**src/rtl/cpu_run_ctrl.sv**
```systemverilog
// cpu_run_ctrl: run sequencer for Simple_Single_CPU.
//   1. Streams a program into instruction memory (valid/ready handshake).
//   2. Releases the CPU for a programmed number of clock-enabled cycles.
//   3. Freezes the CPU and streams out every register-file entry.
//   4. Reports completion.
//
// Ports
//   clk_i, rst_i                     clock; async active-low reset
//   start_i, abort_i                 start (IDLE/DONE only); sync abort to IDLE
//   load_len_i, run_cycles_i         job parameters, latched on start
//   instr_valid_i/ready_o/data_i     program stream in
//   imem_we_o/addr_o/wdata_o         IMEM write port
//   cpu_rst_n_o, cpu_en_o            CPU reset (active-low) and clock enable
//   rf_raddr_o, rf_rdata_i           combinational-read register-file port
//   dump_valid_o/ready_i/idx_o/data_o  register dump stream out
//   busy_o, done_o, state_o          status (IDLE=0 LOAD=1 RUN=2 DUMP=3 DONE=4)
`timescale 1ns/1ps
module cpu_run_ctrl #(
  parameter int IMEM_AW   = 8,
  parameter int RUN_CNT_W = 16,
  parameter int DATA_W    = 32,
  parameter int NUM_REGS  = 32
) (
  input  logic                 clk_i,
  input  logic                 rst_i,
  input  logic                 start_i,
  input  logic                 abort_i,
  input  logic [IMEM_AW:0]     load_len_i,
  input  logic [RUN_CNT_W-1:0] run_cycles_i,
  input  logic                 instr_valid_i,
  output logic                 instr_ready_o,
  input  logic [DATA_W-1:0]    instr_data_i,
  output logic                 imem_we_o,
  output logic [IMEM_AW-1:0]   imem_addr_o,
  output logic [DATA_W-1:0]    imem_wdata_o,
  output logic                 cpu_rst_n_o,
  output logic                 cpu_en_o,
  output logic [4:0]           rf_raddr_o,
  input  logic [DATA_W-1:0]    rf_rdata_i,
  output logic                 dump_valid_o,
  input  logic                 dump_ready_i,
  output logic [4:0]           dump_idx_o,
  output logic [DATA_W-1:0]    dump_data_o,
  output logic                 busy_o,
  output logic                 done_o,
  output logic [2:0]           state_o
);
  localparam int IDX_W = 5;
  localparam logic [IMEM_AW:0]     MAX_LEN  = {1'b1, {IMEM_AW{1'b0}}};
  localparam logic [IMEM_AW:0]     LEN_ONE  = {{IMEM_AW{1'b0}}, 1'b1};
  localparam logic [RUN_CNT_W-1:0] RUN_ONE  = {{(RUN_CNT_W-1){1'b0}}, 1'b1};
  localparam logic [IDX_W-1:0]     IDX_ONE  = 5'd1;
  localparam logic [IDX_W-1:0]     IDX_LAST = IDX_W'(NUM_REGS - 1);

  typedef enum logic [2:0] {
    S_IDLE = 3'd0, S_LOAD = 3'd1, S_RUN = 3'd2, S_DUMP = 3'd3, S_DONE = 3'd4
  } state_t;

  state_t                r_state, w_state_nxt;
  logic [IMEM_AW:0]      r_len, w_len_nxt;
  logic [RUN_CNT_W-1:0]  r_run, w_run_nxt;
  logic [IMEM_AW:0]      r_ptr, w_ptr_nxt;
  logic [RUN_CNT_W-1:0]  r_cnt, w_cnt_nxt;
  logic [IDX_W-1:0]      r_idx, w_idx_nxt;
  logic                  r_imem_we, w_imem_we_nxt;
  logic [IMEM_AW-1:0]    r_imem_addr, w_imem_addr_nxt;
  logic [DATA_W-1:0]     r_imem_wdata, w_imem_wdata_nxt;
  logic                  r_cpu_rst_n, w_cpu_rst_n_nxt;
  logic                  r_cpu_en, w_cpu_en_nxt;
  logic                  r_dvalid, w_dvalid_nxt;
  logic [IDX_W-1:0]      r_didx, w_didx_nxt;
  logic [DATA_W-1:0]     r_ddata, w_ddata_nxt;
  logic                  r_busy, w_busy_nxt;
  logic                  r_done, w_done_nxt;

  logic [IMEM_AW:0] w_len_clamp;
  logic             w_load_hs, w_load_last, w_run_last, w_dump_hs, w_dump_last;

  assign w_len_clamp = (load_len_i > MAX_LEN) ? MAX_LEN : load_len_i;
  assign w_load_hs   = instr_valid_i && (r_state == S_LOAD);
  assign w_load_last = (r_ptr == r_len - LEN_ONE);
  // r_cnt counts enabled cycles already elapsed; r_run is never 0 inside RUN.
  assign w_run_last  = (r_cnt == r_run - RUN_ONE);
  assign w_dump_hs   = (r_state == S_DUMP) && r_dvalid && dump_ready_i;
  assign w_dump_last = (r_idx == IDX_LAST);

  // State register (plus all registered outputs and counters)
  always_ff @(posedge clk_i or negedge rst_i) begin
    if (!rst_i) begin
      r_state      <= S_IDLE;
      r_len        <= '0;
      r_run        <= '0;
      r_ptr        <= '0;
      r_cnt        <= '0;
      r_idx        <= '0;
      r_imem_we    <= 1'b0;
      r_imem_addr  <= '0;
      r_imem_wdata <= '0;
      r_cpu_rst_n  <= 1'b0;
      r_cpu_en     <= 1'b0;
      r_dvalid     <= 1'b0;
      r_didx       <= '0;
      r_ddata      <= '0;
      r_busy       <= 1'b0;
      r_done       <= 1'b0;
    end else begin
      r_state      <= w_state_nxt;
      r_len        <= w_len_nxt;
      r_run        <= w_run_nxt;
      r_ptr        <= w_ptr_nxt;
      r_cnt        <= w_cnt_nxt;
      r_idx        <= w_idx_nxt;
      r_imem_we    <= w_imem_we_nxt;
      r_imem_addr  <= w_imem_addr_nxt;
      r_imem_wdata <= w_imem_wdata_nxt;
      r_cpu_rst_n  <= w_cpu_rst_n_nxt;
      r_cpu_en     <= w_cpu_en_nxt;
      r_dvalid     <= w_dvalid_nxt;
      r_didx       <= w_didx_nxt;
      r_ddata      <= w_ddata_nxt;
      r_busy       <= w_busy_nxt;
      r_done       <= w_done_nxt;
    end
  end

  // Next-state logic; abort overrides everything else
  always_comb begin
    w_state_nxt = r_state;
    if (abort_i) begin
      w_state_nxt = S_IDLE;
    end else begin
      case (r_state)
        S_IDLE, S_DONE:
          if (start_i) begin
            if (w_len_clamp != '0)       w_state_nxt = S_LOAD;
            else if (run_cycles_i != '0) w_state_nxt = S_RUN;
            else                         w_state_nxt = S_DUMP;
          end
        S_LOAD:
          if (w_load_hs && w_load_last)
            w_state_nxt = (r_run != '0) ? S_RUN : S_DUMP;
        S_RUN:
          if (w_run_last) w_state_nxt = S_DUMP;
        S_DUMP:
          if (w_dump_hs && w_dump_last) w_state_nxt = S_DONE;
        default: w_state_nxt = S_IDLE;
      endcase
    end
  end

  // Output / datapath next values (registered in the state register process)
  always_comb begin
    w_len_nxt        = r_len;
    w_run_nxt        = r_run;
    w_ptr_nxt        = r_ptr;
    w_cnt_nxt        = r_cnt;
    w_idx_nxt        = r_idx;
    w_imem_we_nxt    = 1'b0;
    w_imem_addr_nxt  = r_imem_addr;
    w_imem_wdata_nxt = r_imem_wdata;
    w_dvalid_nxt     = r_dvalid;
    w_didx_nxt       = r_didx;
    w_ddata_nxt      = r_ddata;
    if (abort_i) begin
      w_len_nxt        = '0;
      w_run_nxt        = '0;
      w_ptr_nxt        = '0;
      w_cnt_nxt        = '0;
      w_idx_nxt        = '0;
      w_imem_addr_nxt  = '0;
      w_imem_wdata_nxt = '0;
      w_dvalid_nxt     = 1'b0;
      w_didx_nxt       = '0;
      w_ddata_nxt      = '0;
    end else begin
      case (r_state)
        S_IDLE, S_DONE:
          if (start_i) begin
            w_len_nxt    = w_len_clamp;
            w_run_nxt    = run_cycles_i;
            w_ptr_nxt    = '0;
            w_cnt_nxt    = '0;
            w_idx_nxt    = '0;
            w_dvalid_nxt = 1'b0;
          end
        S_LOAD:
          if (w_load_hs) begin
            w_imem_we_nxt    = 1'b1;
            w_imem_addr_nxt  = r_ptr[IMEM_AW-1:0];
            w_imem_wdata_nxt = instr_data_i;
            w_ptr_nxt        = r_ptr + LEN_ONE;
          end
        S_RUN:
          if (!w_run_last) w_cnt_nxt = r_cnt + RUN_ONE;
        S_DUMP:
          // rf_raddr_o has been stable for one cycle whenever valid is low.
          if (!r_dvalid) begin
            w_dvalid_nxt = 1'b1;
            w_ddata_nxt  = rf_rdata_i;
            w_didx_nxt   = r_idx;
          end else if (dump_ready_i) begin
            w_dvalid_nxt = 1'b0;
            if (!w_dump_last) w_idx_nxt = r_idx + IDX_ONE;
          end
        default: ;
      endcase
    end

    // CPU reset is released on entering RUN and then held through DUMP/DONE.
    case (w_state_nxt)
      S_RUN:          w_cpu_rst_n_nxt = 1'b1;
      S_IDLE, S_LOAD: w_cpu_rst_n_nxt = 1'b0;
      default:        w_cpu_rst_n_nxt = r_cpu_rst_n;
    endcase
    w_cpu_en_nxt = (w_state_nxt == S_RUN);
    w_busy_nxt   = (w_state_nxt == S_LOAD) || (w_state_nxt == S_RUN) ||
                   (w_state_nxt == S_DUMP);
    w_done_nxt   = (w_state_nxt == S_DONE);
  end

  assign instr_ready_o = (r_state == S_LOAD);
  assign imem_we_o     = r_imem_we;
  assign imem_addr_o   = r_imem_addr;
  assign imem_wdata_o  = r_imem_wdata;
  assign cpu_rst_n_o   = r_cpu_rst_n;
  assign cpu_en_o      = r_cpu_en;
  assign rf_raddr_o    = r_idx;
  assign dump_valid_o  = r_dvalid;
  assign dump_idx_o    = r_didx;
  assign dump_data_o   = r_ddata;
  assign busy_o        = r_busy;
  assign done_o        = r_done;
  assign state_o       = r_state;
endmodule

```
**config.mk**
```make
export PLATFORM = sky130hd
export DESIGN_NAME = cpu_run_ctrl
export DESIGN_NICKNAME = d
export VERILOG_FILES = /design/src/rtl/cpu_run_ctrl.sv
export SDC_FILE = /design/constraint.sdc
export NUM_CORES = 1
export LEC_CHECK = 0
export BUFFER_PORTS_ARGS = -buffer_cell sky130_fd_sc_hd__buf_2
export CORE_ASPECT_RATIO = 1.2
export CORE_MARGIN = 2
export CORE_UTILIZATION = 48
export CTS_BUF_LIST = sky130_fd_sc_hd__clkbuf_16
export DETAILED_ROUTE_END_ITERATION = 8
export GPL_TIMING_DRIVEN = 0
export PLACE_DENSITY = 0.77
export SYNTH_ARGS = -nofsm -noshare
export SYNTH_HDL_FRONTEND = slang
export SYNTH_SLANG_ARGS = --single-unit
```
**constraint.sdc**
```tcl
create_clock -name clk_i -period 2.5 [get_ports clk_i]
set_input_delay 0.125 -clock clk_i [delete_from_list [all_inputs] [get_ports clk_i]]
set_output_delay 0.125 -clock clk_i [all_outputs]
set_load 0.02 [all_outputs]
```
==> results.md <==
* DR vias/cell at 5.74
* Pin slew with the least headroom to its limit at 0.998 ns
* Largest net degree at the start of global routing at 94
* H-Tree Depth at 4
* Wire per inst at 18.5 um
* FP Rows at 48
* Worst-path fanout max at 5
* DP Wirelength at 14200 um
* Syn Nets at 888
* Number of flops mapped to enable cells by yosys at 0
* Die height at 136 um
* RSZ-0062 raised after global routing: yes
* DRT Wirelength at 24000 um
* Final #Nets at 1208
* Distinct cell type count after synthesis at 61
* Power per cell area at 584 mW/mm^2
* WS Path Type: flip-flop to flip-flop
* Port bufs at 186
* Non-filler instance count after layout at 1297
* Root Driver: clkbuf_16
* Vias in the first global route at 7360
* CP dominant cell by count: buf_6
* Ys flop type: dfrtp_1
* Die ar. at 0.0155 sq mm
* Final GP Congestion at 0.847
* Clock Sinks at 141
* R2R depth at 11
* Final setup fails at 20
* Failing checks: setup timing
* CP cell instances: buf_6, nor3_4, buf_6, nand3_1, xnor2_1, a2111oi_4, nand4b_1, o21ai_4, buf_6, nor3_1, a211o_1
* DRC viols at 0
* Final Cycle Share at 115%
* CTS tree: yes
* Global-route wire length before repair at 36400 um
* Flop2flop setup slack at -0.37 ns
* Layout cells sized above 1 at 27.7%
* WP data required at 2.80 ns
* RR Endpoint: r_cnt[14]
* Worst VDD drop at 0.000481 V
* CTS Buffer Depth at 2
* Final ANT Viol Nets at 0
* Gr usage total at 29.9%
* DP Area at 0.00820 sq mm
* Mapped cell area at 0.00697 sq mm
* Die X at 114 um
* Critical path data arrival time at 3.17 ns
* Total core area at 0.0143 sq mm
* Clk pin slew, worst setup/hold paths at 0.06 ns
* Status: finished, violations left
* P&R area growth vs syn at 46.8%
* Max_cap viols at 0
* Crit end category: flip-flop
* Grt total ovfl at 0
* CP startpoint: r_run[0]
* Critical hold path startpoint: run_cycles_i[14]
* Synth Instances at 787
* Yosys Warn Count at 0
* Hold Crit Class: input pin to flip-flop
* Slack of the critical path at -0.369 ns
* Startpoint types: flip-flop
* WHS Endpoint: r_run[14]
* DR vias at 7449
* Syn Area/Cell at 8.86 sq um
* Io pins at 187
* Peak Freq at 349 MHz
* Placed Instances at 1149
* Post-route cell area at 0.0102 sq mm
* Crit-path slowest cell: dfrtp_2
* TritonCTS buffer count at 17
* Final core utilization at 71.6%
* Max stage delay on crit path at 0.43 ns
* Synth async-reset ratio at 100%
* Register area share after synthesis at 50.6%
* Static leakage at 4.76 nW
* Final Max Slew Viols at 0
* Initial antenna violation count at 1
* Worst slew margin at 33.1%
* Tmin final at 2.87 ns
* Fillers at 967
* Fin. Hold Viols at 0
* Synth Register Bits at 141
* Drt pass-1 iters at 5
* Clock skew at 0.0111 ns
* Hold Path Depth at 3
* Reg2reg start: r_run[0]
* Iteration-0 DRC Markers at 545
* Starting density of the core at 48.8%
* Later-pin clock latency in the skew report at 0.42 ns
## critical path, delay by kind of cell, from the launching register on
kind,cells,cell delay (ns)
XOR/XNOR,1,0.27
AND/OR/NAND/NOR,4,0.70
buffers and inverters,3,0.46
AO/OA/AOI/OAI,3,0.89
flip-flops,1,0.43
## per-stage QoR
stage	power (mW)	setup slack [ns]	hold slack [ns]	setup TNS (ns)
6_report	5.97	-0.369	0.0148	-5.06
5_1_grt	6.16	-0.496	0.00177	-7.02
4_1_cts	5.90	-0.229	0.00195	-3.41
3_5_place_dp	3.05	-0.774	0.0912	-9.85
3_3_place_gp	3.04	-0.725	0.355	-108.43
2_1_floorplan	2.79	-0.000707	-0.171	-0.000707
## kinds of logic (layout without fill, tap and decap cells)
| family | Yosys count | in the layout | share of synthesized area, % |
|---|---|---|---|
| adder cells (fa/ha/maj) | 6 | 6 | 1.08 |
| multiplexers | 7 | 7 | 1.02 |
| XOR/XNOR | 32 | 32 | 4.02 |
| flip-flops | 141 | 141 | 50.6 |
| other | 0 | 2 | 0 |
| buffers and inverters | 59 | 392 | 3.54 |
| AND/OR/NAND/NOR | 370 | 370 | 25.3 |
| AO/OA/AOI/OAI | 172 | 172 | 14.4 |
## layout by cell type (no fill, tap or decap), types with 10 or more instances in the layout
master | netlist | routed
buf_6 | 3 | 12
clkbuf_1 | 36 | 35
nor2_1 | 28 | 27
xor2_1 | 14 | 14
buf_4 | 0 | 20
nand2_1 | 215 | 214
dlygate4sd3_1 | 0 | 88
a21oi_1 | 111 | 108
dfrtp_1 | 141 | 137
clkbuf_16 | 0 | 17
inv_1 | 16 | 18
o21ai_0 | 14 | 12
nor3_1 | 11 | 10
nand3_1 | 31 | 29
xnor2_1 | 18 | 17
buf_2 | 2 | 186
## Yosys cell counts (10+ instances only)
cell | count | area (sq um)
xnor2_1 | 18 | 158
o21ai_0 | 14 | 70.1
inv_1 | 16 | 60.1
dfrtp_1 | 141 | 3530
or3_1 | 10 | 62.6
a21oi_1 | 111 | 556
clkbuf_1 | 36 | 135
nand2_1 | 215 | 807
nor3_1 | 11 | 55.1
nand3_1 | 31 | 155
nor4_1 | 11 | 68.8
nor2_1 | 28 | 105
xor2_1 | 14 | 123
## flip-flops by register name, summed over array words and instances (netlist names)
name and flops:
busy_o 1, cpu_en_o 1, cpu_rst_n_o 1, done_o 1
dump_data_o 32, dump_idx_o 5, dump_valid_o 1, imem_addr_o 8
imem_wdata_o 32, imem_we_o 1, r_cnt 16, r_len 9
r_ptr 9, r_run 16, rf_raddr_o 5, state_o 3
## worst max path at each step
stage	to	slack (ns)
global placement	r_run[14]	-0.72
floorplan	r_cnt[14]	-0.0007
finish	r_cnt[14]	-0.37
CTS	cpu_rst_n_o	-0.23
detailed placement	cpu_rst_n_o	-0.77
global route	r_cnt[14]	-0.50
## report_power, final
group	internal, mW	switching [mW]	total (mW)
Sequential	2.33	0.0574	2.39
Clock	1.67	1.02	2.69
Combinational	0.401	0.494	0.895
Total	4.40	1.57	5.97
## metal layers
metal | GRT usage, % | share of wire [%]
met5 | 0 | 0
met2 | 53.3 | 53
met4 | 15.0 | 4.1
met1 | 33.4 | 37
met3 | 6.91 | 6.6
## layout make-up
type	count	area (sq um)	area share [%]
Timing Repair Buffer	303	2090	20.4
Sequential cell	141	3530	34.5
Tap cell	175	219	2.14
Multi-Input combinational cell	587	3530	34.5
Buffer	41	178	1.74
Antenna cell	2	5.00	0.0489
Clock inverter	15	196	1.92
Inverter	16	60.1	0.587
Clock buffer	17	425	4.16
## repair_timing
action / CTS / global route
cloned: 1 / 0
endpoints found under the hold margin: 135 / 0
hold buffers: 88 / 0
resized for setup: 34 / 36
setup buffers: 20 / 11
pin swaps: 20 / 19
setup endpoints to repair: 21 / 21
Power figures use the tool's default switching activity.
